==> src/rtl/program_loader.sv <==
// Serial program loader for the paper processor: shifts in a program,
// then gates the core clock-enable until the decoder halts.
module program_loader #(
  parameter int DEPTH  = 4,
  parameter int WIDTH  = 2,
  parameter int ADDR_W = 2
) (
  input  logic              clk,
  input  logic              rst_n,
  input  logic              load_start,
  input  logic              load_abort,
  input  logic              bit_in,
  input  logic              bit_valid,
  output logic              bit_ready,
  input  logic              halt_in,
  input  logic [ADDR_W-1:0] rd_addr,
  output logic [WIDTH-1:0]  rd_data,
  output logic              run_en,
  output logic              busy,
  output logic              load_done,
  output logic [ADDR_W:0]   word_count
);

  localparam int PH_W = (WIDTH > 2) ? $clog2(WIDTH) : 1;

  typedef enum logic [1:0] {
    S_IDLE,
    S_LOAD,
    S_DONE,
    S_RUN
  } state_t;

  state_t            state_q, state_d;
  logic [WIDTH-1:0]  mem_q [DEPTH];
  logic [WIDTH-1:0]  mem_d [DEPTH];
  logic [ADDR_W-1:0] wr_ptr_q, wr_ptr_d;
  logic [PH_W-1:0]   phase_q, phase_d;
  logic [WIDTH-2:0]  sh_q, sh_d;
  logic [ADDR_W:0]   cnt_q, cnt_d;

  logic accept;
  logic last_bit;

  assign accept   = bit_valid && bit_ready;
  assign last_bit = (phase_q == PH_W'(WIDTH - 1));

  always_ff @(posedge clk) begin
    if (!rst_n) begin
      state_q  <= S_IDLE;
      wr_ptr_q <= '0;
      phase_q  <= '0;
      sh_q     <= '0;
      cnt_q    <= '0;
      for (int i = 0; i < DEPTH; i++) mem_q[i] <= '0;
    end else begin
      state_q  <= state_d;
      wr_ptr_q <= wr_ptr_d;
      phase_q  <= phase_d;
      sh_q     <= sh_d;
      cnt_q    <= cnt_d;
      for (int i = 0; i < DEPTH; i++) mem_q[i] <= mem_d[i];
    end
  end

  always_comb begin
    state_d  = state_q;
    wr_ptr_d = wr_ptr_q;
    phase_d  = phase_q;
    sh_d     = sh_q;
    cnt_d    = cnt_q;
    for (int i = 0; i < DEPTH; i++) mem_d[i] = mem_q[i];
    bit_ready = 1'b0;
    run_en    = 1'b0;
    busy      = 1'b0;
    load_done = 1'b0;

    unique case (state_q)
      S_IDLE: begin
        if (load_start) begin
          state_d  = S_LOAD;
          wr_ptr_d = '0;
          phase_d  = '0;
          cnt_d    = '0;
        end
      end
      S_LOAD: begin
        bit_ready = 1'b1;
        busy      = 1'b1;
        // Abort wins over a bit presented in the same cycle.
        if (load_abort) begin
          state_d = S_IDLE;
          phase_d = '0;
        end else if (accept) begin
          if (!last_bit) begin
            sh_d    = (sh_q << 1) | (WIDTH-1)'(bit_in);
            phase_d = phase_q + 1'b1;
          end else begin
            mem_d[wr_ptr_q] = {sh_q, bit_in};
            phase_d  = '0;
            wr_ptr_d = wr_ptr_q + 1'b1;
            if (cnt_q != (ADDR_W+1)'(DEPTH)) cnt_d = cnt_q + 1'b1;
            if (wr_ptr_q == ADDR_W'(DEPTH - 1)) state_d = S_DONE;
          end
        end
      end
      S_DONE: begin
        busy      = 1'b1;
        load_done = 1'b1;
        state_d   = S_RUN;
      end
      S_RUN: begin
        run_en = 1'b1;
        if (halt_in) state_d = S_IDLE;
      end
      default: state_d = S_IDLE;
    endcase
  end

  assign rd_data    = mem_q[rd_addr];
  assign word_count = cnt_q;

endmodule

==> config.mk <==
export PLATFORM = sky130hd
export DESIGN_NAME = program_loader
export DESIGN_NICKNAME = d
export VERILOG_FILES = /design/src/rtl/program_loader.sv
export SDC_FILE = /design/constraint.sdc
export NUM_CORES = 1
export LEC_CHECK = 0
export ABC_AREA = 0
export BUFFER_PORTS_ARGS = -buffer_cell sky130_fd_sc_hd__buf_2
export CAP_MARGIN = 10
export CORE_UTILIZATION = 53
export DETAILED_ROUTE_END_ITERATION = 10
export HOLD_SLACK_MARGIN = 0.15
export PLACE_DENSITY = 0.85
export SKIP_LAST_GASP = 1
export SLEW_MARGIN = 10
export SYNTH_ARGS = -nofsm -noshare
export SYNTH_HDL_FRONTEND = slang
export SYNTH_SLANG_ARGS = --single-unit
export TNS_END_PERCENT = 30
==> constraint.sdc <==
create_clock -name clk -period 1.7 [get_ports clk]
set_input_delay 0.34 -clock clk [delete_from_list [all_inputs] [get_ports clk]]
set_output_delay 0.34 -clock clk [all_outputs]
set_load 0.02 [all_outputs]
==> flow_metrics.py <==
metrics = {
    "layout": {
        "multi_input_area_um2": 603.1,
        "fillers": 159,
        "regArea_um2": 340.3,
        "final_core_util": 0.6645,
        "final_nets": 152,
        "final_layout_size_suffix_gt1_frac": 0.2652,
        "design_area_um2": 1147,
        "area_growth_pct": 16.96,
        "finalNonFillerCells": 157,
        "n_antenna_cell": 0,
    },
    "yosys": {
        "yosysSeqAreaShare": 0.3469,
        "ys_top_cells_by_area": "dfxtp_1 35%, ha_1 13%, a21oi_1 6.6%",
        "synth-seq-cells": 17,
        "syn_inst": 110,
        "ys.flop_type": "dfxtp_1",
        "synth_area_leader_cell": "dfxtp_1",
        "yosys.cell_types.count": 30,
        "synth_top_area_frac": 0.3469,
        "synth_edf_count": 0,
        "syn_nets": 129,
        "yosys_warnings": 0,
        "async_flop_share": 0,
        "synth_area_um2": 980.9,
        "synth.avg_cell_area_um2": 8.918,
    },
    "global_routing": {
        "antenna_found_initial": 0,
        "grt_max_degree": 15,
        "grt_pass1_vias": 815,
        "grt_overflow_total": 0,
        "track_usage": 0.2190,
        "grt_pass1_wl_um": 3201,
    },
    "clocking": {
        "cts_made_buffers": 3,
        "clk_pin_slew_ns": 0.11,
        "postCtsSetupRepairBufs": 0,
        "clock_latency_ns": 0.29,
        "clockBufferDepth": 2,
        "root_buffer": "clkbuf_4",
        "clkSinkCount": 17,
        "htreeDepth": 1,
        "ctsHoldBuffers": 0,
        "cts_resized": 0,
        "tritoncts": "done",
    },
    "power": {
        "irDropWorstVdd_mv": 0.4510,
        "p_int_uw": 579.8,
        "p_sw_frac": 0.3088,
        "p_clk_frac": 0.270,
        "comb_power_share": 0.223,
        "p_leak_nw": 0.4693,
        "netSwitchingPower_uw": 259.1,
        "pwr-share-seq": 0.507,
        "cellPowerDensity_nw_per_um2": 731.1,
    },
    "setup_path": {
        "cp.arrival_ns": 1.86,
        "cp_slowest_stage_delay_ns": 0.39,
        "critPathTopFamily": "multiplexers",
        "critPathKind": "reg -> reg",
        "critPathSlowestCell": "dfxtp_1",
        "worst-path-buf-inv": 1,
        "crit_required_ns": 1.93,
        "crit_path_start": "state_q[0]$_SDFFE_PN0P_",
        "cp_cell_sequence": "inv_1 -> ha_1 -> mux2i_2 -> a21oi_1 -> mux2_1 -> nor2_1",
        "endpoint_kind": "flop",
        "cp-start-kind": "flop",
        "crit_fanout": 4,
        "rr_startpoint": "state_q[0]$_SDFFE_PN0P_",
    },
    "timing": {
        "finalSetupViolations": 0,
        "worstMarginPinSlew_ns": 0.4713,
        "grt_setup_unrepaired": "true",
        "period_minus_slack_ns": 1.632,
        "max_clock_freq_mhz": 612.9,
        "finalMaxSlewViolations": 0,
        "fin_crit_sh": 0.9598,
        "whs_ns": 0.3236,
        "hold_viol_final": 0,
        "skew_ns": 0.002712,
        "slew_headroom": 0.6855,
        "setup-tns-final_ns": 0,
    },
    "routing": {
        "dr.pass1.iters": 4,
        "vias": 848,
        "drc_errors": 0,
        "wirelength_um": 1883,
        "routedWlPerCell_um": 11.99,
        "first_iter_violations": 19,
        "ant_nets": 0,
        "avgViaCountPerCell": 5.401,
    },
    "floorplanning": {
        "die_w_um": 45.02,
        "core_um2": 1727,
        "io_pins": 18,
        "start_util": 0.5681,
        "die_area_um2": 2027,
        "num_rows": 15,
        "die_h_um": 45.02,
    },
    "status": {
        "status": "complete, no violations",
    },
    "worst_hold_path": {
        "min-delay-start": "bit_in",
        "min_path_type": "in -> reg",
    },
    "place": {
        "hpwlAfterDp_um": 1481,
        "place_area_um2": 1107,
        "dp.cells": 153,
        "io_buffers": 17,
        "gp_congestion": 0.8336,
    },
    "job": {
        "maxCapViolations": 0,
    },
}
==> stage by stage <==
stage	worst slack (ns)	power (mW)
floorplan	0.01607	0.5646
global placement	0.1487	0.6092
detailed placement	0.04170	0.6177
CTS	0.008478	0.8372
global route	-0.01938	0.8868
finish	0.06837	0.8389
==> flip-flops by register name (all words and copies together), names as in the netlist, named ones only <==
| signal | cells |
|---|---|
| last_bit | 1 |
| mem_q | 8 |
| sh_q | 1 |
| state_q | 1 |
| word_count | 3 |
| wr_ptr_q | 2 |
==> final timing paths <==
path                              end  slack, ns  cells after the start
max          wr_ptr_q[1]$_SDFFE_PN0P_       0.07                      6
min          mem_q[3][0]$_SDFFE_PN0P_       0.32                      3
max reg2reg  wr_ptr_q[1]$_SDFFE_PN0P_       0.07                      6
min reg2reg  mem_q[2][1]$_SDFFE_PN0P_       0.47                      2
==> cells in the final DEF (no fill, tap or decap), types with 4 or more instances in the layout <==
master	synthesis	final
dfxtp_1	17	17
buf_2	1	17
nand2_1	14	14
a21oi_1	13	12
nand3_1	9	9
ha_1	10	9
inv_1	8	8
nor2_1	8	8
buf_4	0	4
==> synthesized netlist by cell type, types with 2 or more instances <==
library cell	count
a21oi_1	13
dfxtp_1	17
ha_1	10
inv_1	8
mux2i_1	2
mux4_2	2
nand2_1	14
nand2b_1	2
nand3_1	9
nor2_1	8
nor2b_1	3
nor3b_1	2
o21ai_0	3
==> worst reg2reg max path: cells and delay by family (launching register included) <==
family / cells / cell delay (ns)
and+or+nand+nor: 1 / 0.09
muxes: 2 / 0.54
AOI/OAI and AO/OA: 1 / 0.22
DFF: 1 / 0.39
adders and majority gates: 1 / 0.25
buffers and inverters: 1 / 0.08
==> layout make-up <==
type | count | share of cell area
flip-flops and latches | 17 | 0.2966
multi-input cells | 82 | 0.5256
clock buffers | 3 | 0.01963
repair buffers | 21 | 0.1003
well taps | 25 | 0.02726
inverters | 8 | 0.02617
clock inverters | 1 | 0.004362
==> power groups by stage <==
stage	logic [mW]	registers [mW]	clock network [mW]
3_3_place_gp	0.176	0.433	0
3_5_place_dp	0.184	0.434	0
6_report	0.187	0.425	0.226
2_1_floorplan	0.125	0.439	0
4_1_cts	0.185	0.425	0.227
5_1_grt	0.209	0.427	0.251
==> per-layer routing <==
layer / track usage / wire length [um]
met1: 0.2645 / 850
met2: 0.3797 / 991
met3: 0.02400 / 28
met4: 0.1152 / 12
met5: 0 / 0
==> cell families (layout without fill, tap and decap cells) <==
family | after synthesis | count (layout) | synth area share
AO/OA/AOI/OAI | 22 | 22 | 0.1492
XOR/XNOR | 1 | 1 | 0.008930
adder cells (fa/ha/maj) | 10 | 10 | 0.1276
buffers and inverters | 11 | 33 | 0.05101
flip-flops | 17 | 17 | 0.3469
multiplexers | 6 | 6 | 0.09183
AND/OR/NAND/NOR | 43 | 43 | 0.2245
Power figures use the tool's default switching activity.
